--- src/rtl/cnn_data_path_gen2_pkg.sv ---
// Shared constants and types for the gen2 CNN datapath: bus codes, load/increment
// bit positions, ALU opcodes, MAC FSM states and the accumulator width helper.
package cnn_gen2_pkg;

  localparam logic [4:0] BUS_DR  = 5'd0;
  localparam logic [4:0] BUS_AC  = 5'd1;
  localparam logic [4:0] BUS_TR  = 5'd2;
  localparam logic [4:0] BUS_PC  = 5'd3;
  localparam logic [4:0] BUS_MEM = 5'd4;
  localparam logic [4:0] BUS_X   = 5'd5;
  localparam logic [4:0] BUS_Y   = 5'd6;
  localparam logic [4:0] BUS_IR  = 5'd7;
  localparam logic [4:0] BUS_G0  = 5'd8;

  localparam int unsigned LD_AC = 0;
  localparam int unsigned LD_DR = 1;
  localparam int unsigned LD_TR = 2;
  localparam int unsigned LD_IR = 3;
  localparam int unsigned LD_PC = 4;
  localparam int unsigned LD_AR = 5;
  localparam int unsigned LD_XY = 6;
  localparam int unsigned LD_G0 = 7;

  localparam int unsigned INC_PC = 0;
  localparam int unsigned INC_AR = 1;
  localparam int unsigned INC_X  = 2;
  localparam int unsigned INC_Y  = 3;

  localparam int unsigned FL_ZERO  = 0;
  localparam int unsigned FL_EQUAL = 1;
  localparam int unsigned FL_NEG   = 2;

  typedef enum logic [3:0] {
    ALU_ADD    = 4'd0,
    ALU_SUB    = 4'd1,
    ALU_AND    = 4'd2,
    ALU_OR     = 4'd3,
    ALU_XOR    = 4'd4,
    ALU_NOT    = 4'd5,
    ALU_SHL1   = 4'd6,
    ALU_SHR1   = 4'd7,
    ALU_PASS_B = 4'd8,
    ALU_INC    = 4'd9
  } alu_op_e;

  typedef enum logic [1:0] {
    MAC_IDLE = 2'd0,
    MAC_RUN  = 2'd1,
    MAC_WB   = 2'd2
  } mac_state_e;

  // Wide enough that 2^len_w full-scale products can never overflow.
  function automatic int unsigned acc_w(input int unsigned data_w, input int unsigned len_w);
    return 2 * data_w + len_w;
  endfunction

endpackage

--- src/rtl/cnn_data_path_gen2_if.sv ---
// MAC handshake and memory bus between the control unit (master) and datapath (slave).
interface cnn_data_path_gen2_if #(
  parameter int unsigned DATA_W = 16,
  parameter int unsigned ADDR_W = 12,
  parameter int unsigned LEN_W  = 8
);
  logic              mac_start;
  logic              mac_clr;
  logic [LEN_W-1:0]  mac_len;
  logic              mac_in_valid;
  logic              mac_busy;
  logic              mac_done;
  logic              mac_sat;
  logic [DATA_W-1:0] mem_rdata;
  logic [DATA_W-1:0] mem_wdata;
  logic [ADDR_W-1:0] addr;

  modport master (
    output mac_start, mac_clr, mac_len, mac_in_valid, mem_rdata,
    input  mac_busy, mac_done, mac_sat, mem_wdata, addr
  );

  modport slave (
    input  mac_start, mac_clr, mac_len, mac_in_valid, mem_rdata,
    output mac_busy, mac_done, mac_sat, mem_wdata, addr
  );
endinterface

--- src/rtl/cnn_data_path_gen2_mac.sv ---
// Multi-cycle signed MAC engine: counts mac_len products of bus*DR into a wide
// accumulator, then emits one write-back cycle with scaled, saturated result.
module cnn_mac_unit
  import cnn_gen2_pkg::*;
#(
  parameter int unsigned DATA_W = 16,
  parameter int unsigned LEN_W  = 8,
  parameter int unsigned FRAC   = 0
) (
  input  logic              clk,
  input  logic              rst,
  input  logic              start_i,
  input  logic              clr_i,
  input  logic [LEN_W-1:0]  len_i,
  input  logic              in_valid_i,
  input  logic [DATA_W-1:0] a_i,
  input  logic [DATA_W-1:0] b_i,
  output logic              busy_o,
  output logic              done_o,
  output logic              sat_o,
  output logic [DATA_W-1:0] wb_data_o
);
  localparam int unsigned ACC_W = acc_w(DATA_W, LEN_W);
  localparam logic signed [ACC_W-1:0] MAXV = {{(ACC_W-DATA_W+1){1'b0}}, {(DATA_W-1){1'b1}}};
  localparam logic signed [ACC_W-1:0] MINV = {{(ACC_W-DATA_W+1){1'b1}}, {(DATA_W-1){1'b0}}};

  mac_state_e              state_q, state_d;
  logic [LEN_W-1:0]        cnt_q, cnt_d;
  logic signed [ACC_W-1:0] acc_q, acc_d;
  logic                    sat_q, sat_d;
  logic signed [2*DATA_W-1:0] prod;
  logic signed [ACC_W-1:0] shifted;
  logic                    clip_hi, clip_lo;

  always_comb begin
    prod    = (2*DATA_W)'($signed(a_i)) * (2*DATA_W)'($signed(b_i));
    shifted = acc_q >>> FRAC;
    clip_hi = shifted > MAXV;
    clip_lo = shifted < MINV;
  end

  always_comb begin
    state_d = state_q;
    cnt_d   = cnt_q;
    acc_d   = acc_q;
    sat_d   = sat_q;
    case (state_q)
      MAC_IDLE: begin
        if (start_i) begin
          cnt_d   = len_i;
          sat_d   = 1'b0;
          if (clr_i) acc_d = '0;
          state_d = (len_i == '0) ? MAC_WB : MAC_RUN;
        end
      end
      MAC_RUN: begin
        if (in_valid_i) begin
          acc_d = acc_q + ACC_W'(prod);
          cnt_d = cnt_q - LEN_W'(1);
          if (cnt_q == LEN_W'(1)) state_d = MAC_WB;
        end
      end
      MAC_WB: begin
        sat_d   = clip_hi | clip_lo;
        state_d = MAC_IDLE;
      end
      default: state_d = MAC_IDLE;
    endcase
  end

  always_ff @(posedge clk) begin
    if (!rst) begin
      state_q <= MAC_IDLE;
      cnt_q   <= '0;
      acc_q   <= '0;
      sat_q   <= 1'b0;
    end else begin
      state_q <= state_d;
      cnt_q   <= cnt_d;
      acc_q   <= acc_d;
      sat_q   <= sat_d;
    end
  end

  assign busy_o    = (state_q == MAC_RUN);
  assign done_o    = (state_q == MAC_WB);
  assign sat_o     = sat_q;
  assign wb_data_o = clip_hi ? {1'b0, {(DATA_W-1){1'b1}}} :
                     clip_lo ? {1'b1, {(DATA_W-1){1'b0}}} : shifted[DATA_W-1:0];
endmodule

--- src/rtl/cnn_data_path_gen2.sv ---
// Gen2 CNN datapath: shared bus, core registers, general register file, flag unit,
// ALU feeding AC and a MAC engine whose write-back takes priority over ALU loads.
module cnn_data_path_gen2
  import cnn_gen2_pkg::*;
#(
  parameter int unsigned DATA_W = 16,
  parameter int unsigned ADDR_W = 12,
  parameter int unsigned IDX_W  = 8,
  parameter int unsigned NGPR   = 8,
  parameter int unsigned LEN_W  = 8,
  parameter int unsigned FRAC   = 0
) (
  input  logic                clk,
  input  logic                rst,
  cnn_data_path_gen2_if.slave bus_if,
  input  logic [4:0]          bus_sel,
  input  logic [7+NGPR-1:0]   ld_vec,
  input  logic [1:0]          xy_sel,
  input  logic [3:0]          inc_vec,
  input  logic [3:0]          alu_op,
  input  logic [2:0]          flag_en,
  input  logic [DATA_W-1:0]   cmp_val,
  output logic [DATA_W-1:0]   ir_value,
  output logic [DATA_W-1:0]   ac_value,
  output logic [ADDR_W-1:0]   pc_value,
  output logic                zero,
  output logic                equal,
  output logic                neg
);
  localparam int unsigned GW = $clog2(NGPR);

  logic [DATA_W-1:0] ac_q, dr_q, tr_q, ir_q;
  logic [ADDR_W-1:0] pc_q, ar_q;
  logic [IDX_W-1:0]  x_q, y_q;
  logic [DATA_W-1:0] gpr_q [NGPR];
  logic              zero_q, equal_q, neg_q;

  logic [DATA_W-1:0] bus, alu_y, mac_wb_data;
  logic [4:0]        goff;
  logic              mac_wb;

  always_comb begin
    bus  = '0;
    goff = bus_sel - BUS_G0;
    case (bus_sel)
      BUS_DR:  bus = dr_q;
      BUS_AC:  bus = ac_q;
      BUS_TR:  bus = tr_q;
      BUS_PC:  bus = DATA_W'(pc_q);
      BUS_MEM: bus = bus_if.mem_rdata;
      BUS_X:   bus = DATA_W'(x_q);
      BUS_Y:   bus = DATA_W'(y_q);
      BUS_IR:  bus = ir_q;
      default: if (32'(goff) < NGPR) bus = gpr_q[goff[GW-1:0]];
    endcase
  end

  always_comb begin
    alu_y = ac_q;
    case (alu_op_e'(alu_op))
      ALU_ADD:    alu_y = ac_q + dr_q;
      ALU_SUB:    alu_y = ac_q - dr_q;
      ALU_AND:    alu_y = ac_q & dr_q;
      ALU_OR:     alu_y = ac_q | dr_q;
      ALU_XOR:    alu_y = ac_q ^ dr_q;
      ALU_NOT:    alu_y = ~ac_q;
      ALU_SHL1:   alu_y = {ac_q[DATA_W-2:0], 1'b0};
      ALU_SHR1:   alu_y = {ac_q[DATA_W-1], ac_q[DATA_W-1:1]};
      ALU_PASS_B: alu_y = dr_q;
      ALU_INC:    alu_y = ac_q + DATA_W'(1);
      default:    alu_y = ac_q;
    endcase
  end

  cnn_mac_unit #(
    .DATA_W (DATA_W),
    .LEN_W  (LEN_W),
    .FRAC   (FRAC)
  ) u_mac (
    .clk        (clk),
    .rst        (rst),
    .start_i    (bus_if.mac_start),
    .clr_i      (bus_if.mac_clr),
    .len_i      (bus_if.mac_len),
    .in_valid_i (bus_if.mac_in_valid),
    .a_i        (bus),
    .b_i        (dr_q),
    .busy_o     (bus_if.mac_busy),
    .done_o     (mac_wb),
    .sat_o      (bus_if.mac_sat),
    .wb_data_o  (mac_wb_data)
  );

  // Loads take priority over increments; MAC write-back takes priority over ALU loads.
  always_ff @(posedge clk) begin
    if (!rst) begin
      ac_q    <= '0;
      dr_q    <= '0;
      tr_q    <= '0;
      ir_q    <= '0;
      pc_q    <= '0;
      ar_q    <= '0;
      x_q     <= '0;
      y_q     <= '0;
      gpr_q   <= '{default: '0};
      zero_q  <= 1'b0;
      equal_q <= 1'b0;
      neg_q   <= 1'b0;
    end else begin
      if (mac_wb)                ac_q <= mac_wb_data;
      else if (ld_vec[LD_AC])    ac_q <= alu_y;
      if (ld_vec[LD_DR])         dr_q <= bus;
      if (ld_vec[LD_TR])         tr_q <= bus;
      if (ld_vec[LD_IR])         ir_q <= bus;
      if (ld_vec[LD_PC])         pc_q <= bus[ADDR_W-1:0];
      else if (inc_vec[INC_PC])  pc_q <= pc_q + ADDR_W'(1);
      if (ld_vec[LD_AR])         ar_q <= bus[ADDR_W-1:0];
      else if (inc_vec[INC_AR])  ar_q <= ar_q + ADDR_W'(1);
      if (ld_vec[LD_XY] && xy_sel[0]) x_q <= bus[IDX_W-1:0];
      else if (inc_vec[INC_X])        x_q <= x_q + IDX_W'(1);
      if (ld_vec[LD_XY] && xy_sel[1]) y_q <= bus[IDX_W-1:0];
      else if (inc_vec[INC_Y])        y_q <= y_q + IDX_W'(1);
      for (int unsigned k = 0; k < NGPR; k++) begin
        if (ld_vec[LD_G0+k]) gpr_q[k] <= bus;
      end
      if (flag_en[FL_ZERO])  zero_q  <= (bus == '0);
      if (flag_en[FL_EQUAL]) equal_q <= (bus == cmp_val);
      if (flag_en[FL_NEG])   neg_q   <= bus[DATA_W-1];
    end
  end

  assign bus_if.mac_done  = mac_wb;
  assign bus_if.mem_wdata = bus;
  assign bus_if.addr      = ar_q;
  assign ir_value = ir_q;
  assign ac_value = ac_q;
  assign pc_value = pc_q;
  assign zero     = zero_q;
  assign equal    = equal_q;
  assign neg      = neg_q;
endmodule
--- src/flat_wrapper.sv ---
// flat-port wrapper written by rule: the top's interface ports become plain ports
module cnn_data_path_gen2_flat import cnn_gen2_pkg::*;
#(
  parameter int unsigned DATA_W = 16,
  parameter int unsigned ADDR_W = 12,
  parameter int unsigned IDX_W  = 8,
  parameter int unsigned NGPR   = 8,
  parameter int unsigned LEN_W  = 8,
  parameter int unsigned FRAC   = 0
)
  (clk, rst, bus_sel, ld_vec, xy_sel, inc_vec, alu_op, flag_en, cmp_val, ir_value, ac_value, pc_value, zero, equal, neg, bus_if_mac_start, bus_if_mac_clr, bus_if_mac_len, bus_if_mac_in_valid, bus_if_mem_rdata, bus_if_mac_busy, bus_if_mac_done, bus_if_mac_sat, bus_if_mem_wdata, bus_if_addr);
  cnn_data_path_gen2_if #(.DATA_W(DATA_W), .ADDR_W(ADDR_W), .LEN_W(LEN_W)) bus_if_i ();
  input  logic clk;
  input  logic rst;
  input  logic [4:0] bus_sel;
  input  logic [7+NGPR-1:0] ld_vec;
  input  logic [1:0] xy_sel;
  input  logic [3:0] inc_vec;
  input  logic [3:0] alu_op;
  input  logic [2:0] flag_en;
  input  logic [DATA_W-1:0] cmp_val;
  output logic [DATA_W-1:0] ir_value;
  output logic [DATA_W-1:0] ac_value;
  output logic [ADDR_W-1:0] pc_value;
  output logic zero;
  output logic equal;
  output logic neg;
  input wire logic [$bits(bus_if_i.mac_start)-1:0] bus_if_mac_start;
  input wire logic [$bits(bus_if_i.mac_clr)-1:0] bus_if_mac_clr;
  input wire logic [$bits(bus_if_i.mac_len)-1:0] bus_if_mac_len;
  input wire logic [$bits(bus_if_i.mac_in_valid)-1:0] bus_if_mac_in_valid;
  input wire logic [$bits(bus_if_i.mem_rdata)-1:0] bus_if_mem_rdata;
  output wire logic [$bits(bus_if_i.mac_busy)-1:0] bus_if_mac_busy;
  output wire logic [$bits(bus_if_i.mac_done)-1:0] bus_if_mac_done;
  output wire logic [$bits(bus_if_i.mac_sat)-1:0] bus_if_mac_sat;
  output wire logic [$bits(bus_if_i.mem_wdata)-1:0] bus_if_mem_wdata;
  output wire logic [$bits(bus_if_i.addr)-1:0] bus_if_addr;
  assign bus_if_i.mac_start = bus_if_mac_start;
  assign bus_if_i.mac_clr = bus_if_mac_clr;
  assign bus_if_i.mac_len = bus_if_mac_len;
  assign bus_if_i.mac_in_valid = bus_if_mac_in_valid;
  assign bus_if_i.mem_rdata = bus_if_mem_rdata;
  assign bus_if_mac_busy = bus_if_i.mac_busy;
  assign bus_if_mac_done = bus_if_i.mac_done;
  assign bus_if_mac_sat = bus_if_i.mac_sat;
  assign bus_if_mem_wdata = bus_if_i.mem_wdata;
  assign bus_if_addr = bus_if_i.addr;
  cnn_data_path_gen2 #(.DATA_W(DATA_W), .ADDR_W(ADDR_W), .IDX_W(IDX_W), .NGPR(NGPR), .LEN_W(LEN_W), .FRAC(FRAC)) u_core (.clk(clk), .rst(rst), .bus_if(bus_if_i), .bus_sel(bus_sel), .ld_vec(ld_vec), .xy_sel(xy_sel), .inc_vec(inc_vec), .alu_op(alu_op), .flag_en(flag_en), .cmp_val(cmp_val), .ir_value(ir_value), .ac_value(ac_value), .pc_value(pc_value), .zero(zero), .equal(equal), .neg(neg));
endmodule
--- config.mk ---
export PLATFORM = sky130hd
export DESIGN_NAME = cnn_data_path_gen2_flat
export DESIGN_NICKNAME = d
export VERILOG_FILES = /design/src/rtl/cnn_data_path_gen2_pkg.sv /design/src/rtl/cnn_data_path_gen2_if.sv /design/src/rtl/cnn_data_path_gen2_mac.sv /design/src/rtl/cnn_data_path_gen2.sv /design/src/flat_wrapper.sv
export SDC_FILE = /design/constraint.sdc
export NUM_CORES = 2
export LEC_CHECK = 0
export BUFFER_PORTS_ARGS = -buffer_cell sky130_fd_sc_hd__buf_2
export CORE_UTILIZATION = 35
export CTS_CLUSTER_SIZE = 14
export DETAILED_ROUTE_END_ITERATION = 8
export PLACE_DENSITY = 0.52
export SLEW_MARGIN = 10
export SYNTH_ARGS = -nofsm -noshare
export SYNTH_HDL_FRONTEND = slang
export SYNTH_HIERARCHICAL = 1
export SYNTH_SLANG_ARGS = --single-unit
--- constraint.sdc ---
create_clock -name clk -period 11.3 [get_ports clk]
set_input_delay 2.26 -clock clk [delete_from_list [all_inputs] [get_ports clk]]
set_output_delay 2.26 -clock clk [all_outputs]
set_load 0.005 [all_outputs]
==> summary.txt <==
Pwr
  – Leakage: 17.13 nW
  – Max VDD drop: 0.09420 mV
  – P per Cell Area: 106.4 nW/µm²
  – PnR Total Power: 3.393 mW

STA
  – Worst clock skew: 0.01269 ns
  – Min Tclk post-route: 10.09 ns
  – FMAX: 99.07 MHz
  – Fin crit share: 89.33%
  – RSZ-0062 raised after global routing: no
  – Final setup vio count: 0
  – Hold Violations, Final: 0
  – Slew HR: 22.65%
  – Max-slew violations: 0
  – Fin Setup TNS: 0 ns
  – Hold_ws: 0.4730 ns
  – Slew at the pin with the worst max-slew slack: 1.159 ns

Placed design
  – PortBufs: 155
  – Placer Congestion: 0.9187
  – Hpwl dp: 68,320 µm
  – Number of instances in the placed design: 4,340

Worst setup path
  – Origin of the worst setup path: bus_sel[2]
  – Crit Path Class: primary input to flip-flop
  – Critical Path End Type: flip-flop
  – Reg2reg start: u_core/dr_q[15]
  – Critical Path RT: 11.73 ns
  – Worst Setup Start Kind: primary input
  – Most used cell, CP: fa_1
  – Critical path fanouts, max: 26
  – Max incr delay on CP: 0.78 ns
  – CP arrival: 10.53 ns
  – CP max stage cell: nor3b_2

Detailed routing
  – DRC: 0
  – DRT Wirelength: 91,430 µm
  – Drt first pass iters: 6
  – Routed vias: 23,850
  – DR iter-0 viols: 1,748
  – Vias per cell: 5.421
  – Routed wire per std cell: 20.78 µm
  – Antenna-violating nets left: 0

Logic synthesis
  – Share of flip-flops with an asynchronous set or reset: 0%
  – Cells after Synth: 3,251
  – Post-synth top area cell: fa_1
  – Synth top area share: 23.04%
  – Mapped Nets: 3,833
  – Register bit total from synthesis: 286
  – Synth cell types: 90
  – Synth Flop Type: dfxtp_1
  – Sequential area share after synthesis: 19.90%
  – Synthesized cell area: 28,770 µm²
  – Synth area leaders: fa_1 23%, dfxtp_1 20%, ha_1 7.5%, o211a_1 7.5%, nand2_1 6.6%
  – Top-count cell post-synth: nand2_1
  – Avg Inst Size Synth: 8.848 µm²
  – EDFF count, synth: 0
  – Commonest cells post-synth: 508 x nand2_1, 472 x inv_1, 331 x fa_1, 286 x dfxtp_1, 215 x o211a_1
  – Synth warnings: 6

Finish
  – Post-route insts no fill: 4,400
  – Layout area overhead: 10.80%
  – Nets: 3,899
  – Inserted Diodes: 0
  – Core Util, Final: 39.38%
  – Share of layout cells above drive strength 1: 10.93%
  – Fillers: 8,341

Clock network
  – H-tree depth: 2
  – Reg clk slew, reported paths: 0.06 ns
  – Hold_buf cts: 0
  – Clk Latency, worst-skew pair: 0.57 ns
  – Clk root buf: clkbuf_16
  – Num CTS Buffers: 35
  – Clk sink count: 286
  – CTS tree: yes
  – CTS Buffer Depth: 3
  – Post-CTS Setup Repair Bufs: 0
  – Post-cts resize count: 0

GRT
  – First-pass GRT wire length: 140,900 µm
  – Largest net degree at the start of global routing: 92
  – Initial antenna violation count: 2
  – GR Overflow Total: 0
  – GRT Util Overall: 21.89%
  – Vias in the first global route: 23,470

Worst hold path
  – Worst Min Path Start: u_core/gpr_q[5]
  – Worst Hold Class: flip-flop to flip-flop

Floorplan
  – Die Area: 83,340 µm²
  – CORE AREA: 80,940 µm²
  – Height of the die: 288.7 µm
  – Row count: 104
  – Starting Density: 35.54%
  – Die width: 288.7 µm
  – IO Count: 156

Job
  – Max-cap violations: 0

Run status
  – Status: finished, final reports clean
-- state kept, by name, summed over array words and instances, names as in the netlist --
name / cells
u_core/y_q: 8
u_core/u_mac/cnt_q: 8
u_core/ac_value: 16
u_core/u_mac/acc_q: 40
u_core/gpr_q: 128
u_core/zero: 1
u_core/pc_value: 12
u_core/u_mac/state_q: 2
u_core/dr_q: 16
u_core/equal: 1
u_core/tr_q: 16
u_core/bus_if.addr: 12
u_core/u_mac/sat_o: 1
u_core/neg: 1
u_core/ir_value: 16
u_core/x_q: 8
-- metrics by stage --
step	setup WS, ns	cell area, µm²
floorplan	1.556	28770
global placement	0.7519	30650
detailed placement	0.6851	30650
CTS	1.317	31870
global route	0.8084	31870
finish	1.206	31870
-- layout make-up --
| cell class | count | area (µm²) | area share, % |
|---|---|---|---|
| Multi-Input combinational cell | 2287 | 20450 | 64.15 |
| Sequential cell | 286 | 5725 | 17.96 |
| Inverter | 474 | 1779 | 5.582 |
| Timing Repair Buffer | 233 | 1375 | 4.314 |
| Tap cell | 1060 | 1326 | 4.161 |
| Clock buffer | 45 | 1003 | 3.148 |
| Clock inverter | 15 | 215.2 | 0.6752 |
-- power by group --
group          total, mW  leakage, nW  internal (mW)  switching [mW]
clock               1.22        0.606          0.724           0.491
combinational       1.03         14.2          0.390           0.635
sequential          1.15         2.35           1.08          0.0771
total               3.39         17.1           2.19            1.20
-- logic make-up (layout without fill, tap and decap cells) --
family,Yosys count,count (layout),share of synthesized area (%)
AO/OA/AOI/OAI,624,624,17.33
XOR/XNOR,85,85,2.588
adder cells (fa/ha/maj),504,504,30.56
buffers and inverters,678,767,9.213
flip-flops,286,286,19.90
multiplexers,75,75,3.997
AND/OR/NAND/NOR,999,999,16.40
-- metal layers --
metal  track usage [%]  wire (µm)  vias up
met5                 0         26        -
met4             5.145       1948        4
met3             2.504       4754      111
met2             35.33      42500      650
met1             31.19      42200    12080
li1                  -          -    11000
-- worst max-delay path, delay by kind of cell --
| family | cells | cell delay, ns |
|---|---|---|
| and+or+nand+nor | 6 | 2.13 |
| adders and majority gates | 7 | 3.29 |
| buffers and inverters | 5 | 1.17 |
| AOI/OAI and AO/OA | 7 | 1.65 |
-- cells in the final DEF, fill, tap and decap left out, drive strengths merged, types with 10 or more instances in the layout --
master / instances
a211oi: 13
a21o: 21
a21oi: 86
a221oi: 16
a22oi: 35
a31oi: 16
and2: 126
and3: 30
buf: 232
clkbuf: 46
dfxtp: 286
fa: 331
ha: 173
inv: 475
mux2i: 35
mux4: 31
nand2: 508
nand2b: 10
nand3: 53
nand4: 32
nor2: 121
nor2b: 16
nor3: 19
nor3b: 10
nor4: 16
nor4b: 11
o211a: 215
o211ai: 14
o21ai: 82
o31ai: 12
or3: 11
xnor2: 49
xor2: 36
-- path summary, 6_finish.rpt --
kind,end,slack (ns),cells after the start
setup / recovery,u_core/u_mac/acc_q[30],1.21,25
setup reg to reg,u_core/u_mac/acc_q[37],3.38,23
hold reg to reg,u_core/gpr_q[5],0.47,1
hold / removal,u_core/gpr_q[5],0.47,1
(Power assumes the default switching activity.)
